**src/rtl/seq_collect_pkg.sv**
```systemverilog
// seq_collect shared widths and FSM state encoding.
// Build option: SEQ_COLLECT_CHECK_EN enables the run-order check.
package seq_collect_pkg;

  localparam int DW = 11;
  localparam int CW = 12;
  localparam int SW = 23;

  typedef enum logic {
    IDLE = 1'b0,
    ACC  = 1'b1
  } state_t;

endpackage

```
**src/rtl/seq_collect_acc.sv**
```systemverilog
// Saturating beat counter, value sum and run-order error flag.
// Build option: SEQ_COLLECT_CHECK_EN keeps prev/compare logic.
module seq_collect_acc
  import seq_collect_pkg::*;
(
  input  logic          clk,
  input  logic          rst,
  input  logic          start,
  input  logic          add,
  input  logic [DW-1:0] data,
  output logic [CW-1:0] count,
  output logic [SW-1:0] sum,
  output logic          err
);

  logic [SW:0] sum_ext;

  assign sum_ext = {1'b0, sum} + (SW+1)'(data);

  // count/sum restart on a frame-opening zero, saturate on add
  always_ff @(posedge clk or negedge rst) begin
    if (!rst) begin
      count <= '0;
      sum   <= '0;
    end else if (start) begin
      count <= CW'(1);
      sum   <= '0;
    end else if (add) begin
      if (count != '1)
        count <= count + CW'(1);
      sum <= sum_ext[SW] ? '1 : sum_ext[SW-1:0];
    end
  end

`ifdef SEQ_COLLECT_CHECK_EN
  logic [DW-1:0] prev;
  logic [DW:0]   want;

  // widened so prev=max never wraps onto a legal next value
  assign want = {1'b0, prev} + (DW+1)'(1);

  // sticky error when a beat breaks the 0,1,2,... run
  always_ff @(posedge clk or negedge rst) begin
    if (!rst) begin
      err  <= 1'b0;
      prev <= '0;
    end else if (start) begin
      err  <= 1'b0;
      prev <= '0;
    end else if (add) begin
      err  <= err | ({1'b0, data} != want);
      prev <= data;
    end
  end
`else
  assign err = 1'b0;
`endif

endmodule

```
**src/rtl/seq_collect.sv**
```systemverilog
// Frame collector: zero-delimited beat runs summarised per frame.
// Build option: SEQ_COLLECT_CHECK_EN drives oerr from the run check.
module seq_collect
  import seq_collect_pkg::*;
(
  input  logic          clk,
  input  logic          rst,
  input  logic          irdy,
  output logic          iack,
  input  logic [DW-1:0] idata,
  input  logic          iflush,
  output logic          ordy,
  input  logic          oack,
  output logic [CW-1:0] ocount,
  output logic [SW-1:0] osum,
  output logic          oerr
);

  state_t        state;
  logic          flush_pend;
  logic          zero;
  logic          open_f;
  logic          close_f;
  logic          add;
  logic          flush_go;
  logic          load;
  logic [CW-1:0] a_count;
  logic [SW-1:0] a_sum;
  logic          a_err;

  assign zero = (idata == '0);

  // a closing zero must wait until the output register is free
  assign iack = irdy &&
    !(ordy && zero && state == ACC);

  assign open_f   = iack && zero && state == IDLE;
  assign close_f  = iack && zero && state == ACC;
  assign add      = iack && !zero && state == ACC;
  assign flush_go = state == ACC && flush_pend &&
    !ordy && !iack;
  assign load     = close_f || flush_go;

  seq_collect_acc u_acc (
    .clk   (clk),
    .rst   (rst),
    .start (open_f || close_f),
    .add   (add),
    .data  (idata),
    .count (a_count),
    .sum   (a_sum),
    .err   (a_err)
  );

  // frame open/closed state and deferred flush request
  always_ff @(posedge clk or negedge rst) begin
    if (!rst) begin
      state      <= IDLE;
      flush_pend <= 1'b0;
    end else begin
      unique case (state)
        IDLE: begin
          flush_pend <= 1'b0;
          if (open_f)
            state <= ACC;
        end
        ACC: begin
          if (flush_go) begin
            flush_pend <= 1'b0;
            state      <= IDLE;
          end else begin
            flush_pend <= flush_pend | iflush;
          end
        end
        default: begin
          state      <= IDLE;
          flush_pend <= 1'b0;
        end
      endcase
    end
  end

  // summary register: load on close/flush, free on oack
  always_ff @(posedge clk or negedge rst) begin
    if (!rst) begin
      ordy   <= 1'b0;
      ocount <= '0;
      osum   <= '0;
    end else if (load) begin
      ordy   <= 1'b1;
      ocount <= a_count;
      osum   <= a_sum;
    end else if (ordy && oack) begin
      ordy <= 1'b0;
    end
  end

`ifdef SEQ_COLLECT_CHECK_EN
  // error flag travels with the summary
  always_ff @(posedge clk or negedge rst) begin
    if (!rst)
      oerr <= 1'b0;
    else if (load)
      oerr <= a_err;
  end
`else
  logic unused_err;
  assign unused_err = a_err;
  assign oerr = 1'b0;
`endif

endmodule

```
**config.mk**
```make
export PLATFORM = sky130hd
export DESIGN_NAME = seq_collect
export DESIGN_NICKNAME = d
export VERILOG_FILES = /design/src/rtl/seq_collect_pkg.sv /design/src/rtl/seq_collect_acc.sv /design/src/rtl/seq_collect.sv
export SDC_FILE = /design/constraint.sdc
export NUM_CORES = 1
export LEC_CHECK = 0
export BUFFER_PORTS_ARGS = -buffer_cell sky130_fd_sc_hd__buf_4
export CAP_MARGIN = 40
export CELL_PAD_IN_SITES_DETAIL_PLACEMENT = 0
export CELL_PAD_IN_SITES_GLOBAL_PLACEMENT = 1
export CORE_MARGIN = 1.5
export CORE_UTILIZATION = 49
export DETAILED_ROUTE_END_ITERATION = 16
export PLACE_DENSITY_LB_ADDON = 0.1
export SYNTH_ARGS = -nofsm -noshare
export SYNTH_HDL_FRONTEND = slang
export SYNTH_SLANG_ARGS = --single-unit
```
**constraint.sdc**
```tcl
create_clock -name clk -period 3.45 [get_ports clk]
set_input_delay 0.69 -clock clk [delete_from_list [all_inputs] [get_ports clk]]
set_output_delay 0.69 -clock clk [all_outputs]
set_load 0.1 [all_outputs]
```
==> results.yml, run 1 <==
outcome:
  outcome: "finished, final reports clean"
synth:
  synth_ff_type: "dfrtp_1"
  synth_fp_nets: 384
  avgSynthCellArea_um2: 10.90
  yosys.area_share.xor_xnor: 0.04072
  synth_top_area_share: 0.4719
  ys.warnings.count: 0
  netlist_area_um2: 3871
  yosys.area_share.simple: 0.1535
  ys_seq_area_frac: 0.4719
  async_reset_ff_frac: 1.000
  synth_top_family_by_area: "simple AND/OR/NAND/NOR gates"
  synth_edf_count: 0
  synth.area.mux_share: 0.1328
  yosysTopAreaCell: "dfrtp_1"
  ys_seq_elements: 73
  yosys.area_share.adder: 0.04396
  synth_compound_area_frac: 0.1218
  netlist_top_cells_area: "dfrtp_1, mux2_4, ha_1"
  synth.distinct_cells: 50
  syn_inst: 355
timing:
  slew_headroom: 0.4424
  hold_violations: 0
  fin_skew_ps: 11.37
  tns_ps: 0
  finalCriticalPeriod_ps: 2646
  setup_viol: 0
  slew_violations: 0
  worst_hold_slack_ps: 223.3
  rsz0062_at_grt: "no"
  tightest_slew_ps: 833.2
  fin_crit_sh: 0.7671
  max_freq_mhz: 377.9
floorplan:
  fp.dieW_um: 91.89
  dieArea_um2: 8443
  core-area_um2: 7687
  die_h_um: 91.89
  initial_core_util: 0.5036
  std_cell_rows: 32
  io_pins: 54
critical_path:
  cp-end-kind: "output pin"
  worstSetupPathType: "input port to output pin"
  arrival_ps: 1960
  critPathLaunch: "idata[1]"
  path_max_fanout: 8
  critPathLaunchType: "input port"
  required_ps: 2760
  rrSetupSlack_ps: 900
  reg2reg_from: "u_acc.sum[0]"
clock_network:
  cts_root_buffer: "clkbuf_8"
  cts_hold_buf: 0
  cts_made_buffers: 9
  cts_max_path_buffers: 2
  post-cts-setup-buffer-count: 0
  h-tree-depth: 3
  cts_num_sinks: 73
  clkLatencyLatePin_ps: 350
  clk_pin_slew_ps: 80
  cts_tree: "done"
  post_cts_resized: 0
detailed_routing:
  wl_met2_um: 3667
  drt-met1-wl_um: 4097
  wire_per_inst_um: 15.90
  postRouteAntennaNets: 0
  wirelength_um: 8252
  vias: 2888
  via_per_inst: 5.565
  drt_iter0_drc: 132
  dr.pass1.iters: 4
  dr.max_layer_used: "met4"
  dr_wl_met3_um: 397
  drc: 0
cells_and_area:
  drive_gt1_frac: 0.2782
  synthToLayoutAreaGrowth_pct: 17.52
  seqCellArea_um2: 1827
  nFillCells: 698
  final_nets: 441
  num_antenna_cells: 0
  multi_input_area_um2: 1912
  stdcell_area_um2: 4549
  final_common_cell: "dfrtp_1"
  final_cell_mix: "dfrtp_1, buf_4, nand2_1"
global_route:
  grt_max_degree: 53
  antenna_found_initial: 0
  grt_first_pass_wirelength_um: 13860
  grt_pass1_vias: 2847
  grt_use_total: 0.2101
  grt_overflow_total: 0
pwr:
  worst_ir_drop_vdd_v: 0.0004379
  powerDensity_nw_per_um2: 766.2
  leakage_nw: 2.231
placed_design:
  io_buffers: 52
  dp_hpwl_um: 5948
  placed_area_um2: 4370
  routabilityCongestion: 0.8741
job:
  drv_cap: 0
hold_path:
  hold_class: "input port to asynchronous set/reset pin"
==> critical path, stage by stage <==
cell,delay [ps]
buf_4,120
nor4_2,370
and3_1,360
a31oi_1,150
buf_4,260
==> cells in the mapped netlist (all sizes together), types with 2 or more instances <==
| library cell | count |
|---|---|
| buf | 11 |
| a21o | 4 |
| mux2 | 34 |
| xor2 | 8 |
| inv | 9 |
| xnor2 | 10 |
| a22oi | 2 |
| and2 | 4 |
| a41oi | 2 |
| or2 | 3 |
| a211o | 2 |
| o211ai | 18 |
| dfrtp | 73 |
| nand2b | 6 |
| nand2 | 36 |
| and3 | 6 |
| ha | 12 |
| a211oi | 3 |
| nand3 | 13 |
| clkbuf | 3 |
| nand4 | 10 |
| o21ai | 10 |
| a31oi | 3 |
| mux2i | 3 |
| nor2 | 29 |
| nor4 | 4 |
| nor3 | 5 |
| a21oi | 17 |
==> stage by stage <==
stage	setup WS, ps	power, mW	util	cells
detailed placement	534.2	2.891	0.5685	503
CTS	797.5	3.511	0.5918	519
global route	717.8	3.697	0.5918	519
finish	803.6	3.486	0.5918	519
global placement	581.5	2.876	0.5649	502
floorplan	169.9	2.523	-	355
==> cell type report <==
class,instances,share of cell area
sequential,73,0.4015
tap,102,0.02805
clock buffer,10,0.03025
clock inverter,6,0.009076
inverter,9,0.007426
multi-input combinational,259,0.4202
timing repair buffer,60,0.1034
==> cells by family after synthesis <==
| logic type | Yosys count |
|---|---|
| and+or+nand+nor | 121 |
| DFF | 73 |
| AOI/OAI and AO/OA | 69 |
| muxes | 37 |
| buffers and inverters | 23 |
| xor gates and xnor gates | 18 |
| adders and majority gates | 13 |
| other | 1 |
==> path summary, 6_finish.rpt <==
kind | end | depth (start not counted)
min in group clk | osum[5] | 1
min reg2reg | osum[5] | 1
max in group asynchronous | u_acc.sum[2] | 2
min | osum[12] | 1
max | iack | 5
max reg2reg | u_acc.sum[20] | 9
==> routing by layer <==
metal,vias to the layer above,GRT usage
li1,1395,-
met3,8,0.04478
met4,0,0.08333
met5,-,0
met1,1422,0.2955
met2,63,0.3167
==> registers in the layout, summed over array words and instances (netlist names) <==
| signal | cells |
|---|---|
| osum | 23 |
| u_acc.sum | 23 |
| ocount | 12 |
| u_acc.count | 12 |
| flush_pend | 1 |
| ordy | 1 |
| state | 1 |
==> where the power goes <==
group / internal (mW) / total (mW) / switching (mW)
Combinational: 0.519 / 1.64 / 1.12
Sequential: 1.05 / 1.23 / 0.183
Clock: 0.280 / 0.612 / 0.332
Note: power is estimated with default switching activity, not from simulation.
==> inputs of run 2 (changes only) <==
--- a/config.mk
+++ b/config.mk
@@ -5,12 +5,13 @@
 export SDC_FILE = /design/constraint.sdc
 export NUM_CORES = 1
 export LEC_CHECK = 0
+export ABC_AREA = 1
 export BUFFER_PORTS_ARGS = -buffer_cell sky130_fd_sc_hd__buf_4
 export CAP_MARGIN = 40
 export CELL_PAD_IN_SITES_DETAIL_PLACEMENT = 0
 export CELL_PAD_IN_SITES_GLOBAL_PLACEMENT = 1
 export CORE_MARGIN = 1.5
-export CORE_UTILIZATION = 49
+export CORE_UTILIZATION = 38
 export DETAILED_ROUTE_END_ITERATION = 16
 export PLACE_DENSITY_LB_ADDON = 0.1
 export SYNTH_ARGS = -nofsm -noshare
==> constraint.sdc (replaced) <==
create_clock -name clk -period 2.3 [get_ports clk]
set_input_delay 0.46 -clock clk [delete_from_list [all_inputs] [get_ports clk]]
set_output_delay 0.46 -clock clk [all_outputs]
set_load 0.1 [all_outputs]
==> run 2 against run 1 <==
Via count rose by 41%. Final cell count rose by 60%. Sequential cell count did not move. Routed wire length increased by 41%. Worst hold slack got worse by 150 ps. Cell area up 16%. First-iteration DRC count increased by 77%.
==> results.yml, run 2 <==
synth:
  ys_seq_elements: 73
  synth_fp_nets: 652
  synth_top_area_share: 0.4165
  yosysTopAreaCell: "dfrtp_1"
  netlist_top_cells_area: "dfrtp_1, nand2_1, nand3_1"
  synth_ff_type: "dfrtp_1"
  avgSynthCellArea_um2: 7.039
  async_reset_ff_frac: 1.000
  yosys-top-cells-count: "nand2_1, nand3_1, dfrtp_1, inv_1, nor2_1"
  syn_inst: 623
  synth.most_common_cell: "nand2_1"
  netlist_area_um2: 4385
  synth_edf_count: 0
  ys.warnings.count: 0
  ys_seq_area_frac: 0.4165
  synth.distinct_cells: 33
global_route:
  grt_max_degree: 41
  grt_first_pass_wirelength_um: 19840
  antenna_found_initial: 0
  grt_use_total: 0.2018
  grt_overflow_total: 0
  grt_pass1_vias: 3938
clock_network:
  clkLatencyLatePin_ps: 340
  cts_root_buffer: "clkbuf_16"
  post-cts-setup-buffer-count: 0
  h-tree-depth: 3
  cts_num_sinks: 73
  cts_tree: "done"
  cts_hold_buf: 0
  cts_made_buffers: 9
  post_cts_resized: 0
  cts_max_path_buffers: 2
  clk_pin_slew_ps: 60
timing:
  rsz0062_at_grt: "no"
  worst_hold_slack_ps: 71.36
  setup_viol: 0
  fin_crit_sh: 0.9284
  max_freq_mhz: 468.3
  tns_ps: 0
  hold_violations: 0
  finalCriticalPeriod_ps: 2135
  fin_skew_ps: 7.439
  slew_violations: 0
placed_design:
  io_buffers: 52
  dp_hpwl_um: 8526
  routabilityCongestion: 0.8419
floorplan:
  core-area_um2: 11320
  dieArea_um2: 12190
  std_cell_rows: 39
  initial_core_util: 0.3874
  fp.dieW_um: 110.4
  die_h_um: 110.4
  io_pins: 54
critical_path:
  arrival_ps: 1680
  slowest_delay_ps: 250
  cpMostUsedCell: "buf_4"
  critPathLaunchType: "input port"
  reg2reg_from: "u_acc.sum[0]"
  worstSetupPathType: "input port to output pin"
  path_max_fanout: 3
  rrSetupSlack_ps: 230
  path_buf_inv: 3
  required_ps: 1840
  crit-reg2reg-capture: "u_acc.sum[16]"
  cp-end-kind: "output pin"
  r2r_cells: 15
  crit_chain: "buf_4, nor3_1, nor2b_1, nand2_1, o21ai_0, inv_1, buf_4"
  crit_family: "simple AND/OR/NAND/NOR gates"
  crit_slowest_cell: "o21ai_0"
pwr:
  worst_ir_drop_vdd_v: 0.0002839
  powerDensity_nw_per_um2: 570.4
  leakage_nw: 2.987
cells_and_area:
  finalCoreUtilization: 0.4654
  drive_gt1_frac: 0.1437
  final_common_cell: "nand2_1"
  final_nets: 714
  final_cell_mix: "nand2_1, nand3_1, dfrtp_1"
  reg.largest.list: "osum x23, u_acc.sum x23"
  nFillCells: 1198
  synthToLayoutAreaGrowth_pct: 20.14
  num_antenna_cells: 0
hold_path:
  hold_class: "input port to asynchronous set/reset pin"
detailed_routing:
  via_per_inst: 4.911
  drt_iter0_drc: 234
  drc: 0
  wirelength_um: 11680
  postRouteAntennaNets: 0
  wire_per_inst_um: 14.03
  vias: 4086
  dr.pass1.iters: 4
outcome:
  outcome: "finished, final reports clean"
job:
  drv_cap: 0
==> run 2: cell count changes after synthesis, moves of 10 or more <==
cell / delta
mux2_4: -27
o211ai_1: -16
nand3_1: +63
inv_1: +59
nor2_1: +10
nand2_1: +221
==> run 2: metal layers <==
layer,part of all wire,routed length (um),GRT usage,vias up
met3,0.041,481,0.03952,15
met1,0.49,5710,0.2812,1906
met2,0.45,5282,0.3140,90
met5,0,0,0,-
li1,-,-,-,2075
met4,0.017,201,0.07009,0
==> run 2: final cells by class <==
class	instances	area, um^2	share of cell area
well taps	143	178.9	0.03396
flip-flops and latches	73	1827	0.3467
multi-input cells	460	2157	0.4094
clock inverters	3	17.52	0.003325
clock buffers	12	246.5	0.04678
repair buffers	70	575.6	0.1092
inverters	71	266.5	0.05058
==> run 2: kinds of logic after synthesis <==
logic type | after synthesis | synth area share
AND/OR/NAND/NOR | 396 | 0.3803
buffers and inverters | 90 | 0.09158
flip-flops | 73 | 0.4165
AO/OA/AOI/OAI | 37 | 0.04593
XOR/XNOR | 13 | 0.02596
adder cells (fa/ha/maj) | 13 | 0.03880
other | 1 | 0.0008551
==> run 2: worst max-delay path by stage <==
stage	from	to	slack (ps)	cells past startpoint
5_1_grt	u_acc.sum[0]	u_acc.sum[16]	20	15
3_5_place_dp	idata[0]	u_acc.sum[16]	70	16
6_report	idata[9]	iack	160	7
3_3_place_gp	idata[2]	u_acc.sum[22]	110	13
2_1_floorplan	ordy	iack	20	3
4_1_cts	idata[9]	iack	130	7
==> run 2: metrics by stage <==
step / total power [mW] / setup WS, ps / cell area (um^2) / instances
6_report: 3.005 / 164.7 / 5269 / 832
4_1_cts: 3.024 / 127.1 / 5269 / 832
5_1_grt: 3.151 / 23.66 / 5269 / 832
3_5_place_dp: 1.734 / 69.82 / 5005 / 817
3_3_place_gp: 1.734 / 106.7 / 5005 / 817
2_1_floorplan: 1.600 / 22.01 / 4385 / 623
==> run 2: power breakdown <==
part	internal, mW	switching, mW	total [mW]	leakage, nW
sequential	1.32	0.0381	1.35	1.01
combinational	0.128	0.229	0.357	1.85
clock	0.751	0.544	1.29	0.128
total	2.19	0.811	3.01	2.99
==> inputs of run 3 (changes only) <==
--- a/config.mk
+++ b/config.mk
@@ -5,13 +5,12 @@
 export SDC_FILE = /design/constraint.sdc
 export NUM_CORES = 1
 export LEC_CHECK = 0
-export ABC_AREA = 1
 export BUFFER_PORTS_ARGS = -buffer_cell sky130_fd_sc_hd__buf_4
 export CAP_MARGIN = 40
 export CELL_PAD_IN_SITES_DETAIL_PLACEMENT = 0
 export CELL_PAD_IN_SITES_GLOBAL_PLACEMENT = 1
 export CORE_MARGIN = 1.5
-export CORE_UTILIZATION = 38
+export CORE_UTILIZATION = 41
 export DETAILED_ROUTE_END_ITERATION = 16
 export PLACE_DENSITY_LB_ADDON = 0.1
 export SYNTH_ARGS = -nofsm -noshare
==> run 3 against run 2 <==
Cell area fell by 7.6%. Sequential cell count is the same. Critical path depth unchanged. Highest routed layer unchanged. Via count decreased by 27%. Worst hold slack gained 88 ps. Largest power group is now combinational logic. Die area fell by 18%. Clock skew increased by 1.1 ps. Final cell count down 33%. Non-clock buffer count increased by 18.
==> results.yml, run 3 (same netlist as run 1, synthesis figures left out) <==
global_route:
  antenna_found_initial: 0
  grt_max_degree: 56
  grt_pass1_vias: 2926
  grt_use_total: 0.1895
  grt_overflow_total: 0
  grt_first_pass_wirelength_um: 14810
timing:
  tightest_slew_ps: 726.6
  hold_violations: 0
  fin_skew_ps: 8.586
  slew_headroom: 0.5156
  finalCriticalPeriod_ps: 2204
  fin_crit_sh: 0.9582
  max_freq_mhz: 453.7
  slew_violations: 0
  setup_viol: 0
clock_network:
  cts_made_buffers: 9
  cts_max_path_buffers: 2
  clkLatencyLatePin_ps: 340
  cts_hold_buf: 0
  cts_num_sinks: 73
  clk_pin_slew_ps: 80
  cts_root_buffer: "clkbuf_8"
  cts_tree: "done"
  h-tree-depth: 3
floorplan:
  fp.dieW_um: 100.2
  die_h_um: 100.2
  core-area_um2: 9196
  io_pins: 54
  std_cell_rows: 35
  initial_core_util: 0.4210
  dieArea_um2: 10030
detailed_routing:
  drt_iter0_drc: 111
  wire_per_inst_um: 16.03
  postRouteAntennaNets: 0
  vias: 2963
  via_per_inst: 5.329
  wirelength_um: 8911
  drc: 0
  dr.pass1.iters: 4
cells_and_area:
  drive_gt1_frac: 0.3438
  num_antenna_cells: 0
  finalCoreUtilization: 0.5293
  synthToLayoutAreaGrowth_pct: 25.73
  final_cell_mix: "buf_4, dfrtp_1, nand2_1"
  final_nets: 469
  reg.largest.list: "osum x23, u_acc.sum x23"
  nFillCells: 825
  final_common_cell: "buf_4"
critical_path:
  cp-end-kind: "output pin"
  arrival_ps: 1740
  required_ps: 1840
  crit_family: "buffers and inverters"
  critPathLaunchType: "input port"
  slowest_delay_ps: 300
  critPathLaunch: "idata[6]"
  worstSetupPathType: "input port to output pin"
  path_buf_inv: 4
  crit_chain: "buf_4, buf_4, nor4_2, and3_1, buf_4, a31oi_4, buf_4"
  crit_slowest_cell: "nor4_2"
  path_max_fanout: 3
  reg2reg_from: "u_acc.sum[0]"
  cpMostUsedCell: "buf_4"
pwr:
  leakage_nw: 2.400
  worst_ir_drop_vdd_v: 0.0007322
  powerDensity_nw_per_um2: 1169
  power_mw: 5.689
placed_design:
  dp_hpwl_um: 6396
  io_buffers: 52
  routabilityCongestion: 0.8126
outcome:
  outcome: "finished, final reports clean"
job:
  drv_cap: 0
hold_path:
  hold_class: "input port to asynchronous set/reset pin"
-- run 3: changes by cell type in the layout (fill, tap and decap cells not counted), sizes merged, moves of 6 or more --
cell / delta
inv: -60
o211ai: +16
nor2: -12
o21ai: -16
nand2: -227
nand2b: +6
nand3: -64
nand4: +8
a21oi: +8
buf: +18
mux2: +34
xnor2: +9
and3: +6
-- run 3: metrics by stage --
stage	area (um^2)	hold slack [ps]	cells	setup TNS (ps)	setup WS, ps
after floorplan	3890	164.4	355	0	11.79
after global placement	4593	492.2	537	-847.5	-171.3
after detailed placement	4593	491.5	537	-1201	-243.7
after CTS	4815	183.8	553	0	0.9679
after global routing	4867	214.1	556	-5.949	-5.949
final	4867	159.8	556	0	96.13
-- run 3: final timing paths --
path                            slack, ps              to  cells past startpoint
worst max-delay path                  100            iack                      7
max in group asynchronous            1490  u_acc.count[4]                      2
min in group clk                      290            ordy                      2
worst min register to register        510   u_acc.sum[15]                      1
worst max register to register        110   u_acc.sum[20]                      9
worst min-delay path                  160        osum[12]                      1
-- run 3: layout make-up --
class	count	area, um^2	share of cell area
clock buffers	10	127.6	0.02622
repair buffers	88	685.7	0.1409
multi-input cells	259	1963	0.4033
clock inverters	6	90.09	0.01851
flip-flops and latches	73	1828	0.3756
well taps	111	138.9	0.02853
inverters	9	33.78	0.006941
-- run 3: layer usage --
layer | GRT usage | vias up | part of all wire
met3 | 0.02786 | 13 | 0.031
met5 | 0 | - | 0
met4 | 0.08017 | 0 | 0.017
met2 | 0.2873 | 66 | 0.45
li1 | - | 1449 | -
met1 | 0.2712 | 1435 | 0.51
-- run 3: what timing repair did --
item                       in CTS  in global routing
gates resized for setup         1                  8
pin swaps                       0                  6
gates cloned                    0                  0
setup buffers                   0                  3
setup endpoints to repair       1                  7
hold endpoints to repair        0                  0
-- run 3: power breakdown --
part,switching (mW),internal (mW)
Combinational,1.77,0.953
Clock,0.513,0.616
Sequential,0.258,1.58
Total,2.54,3.14
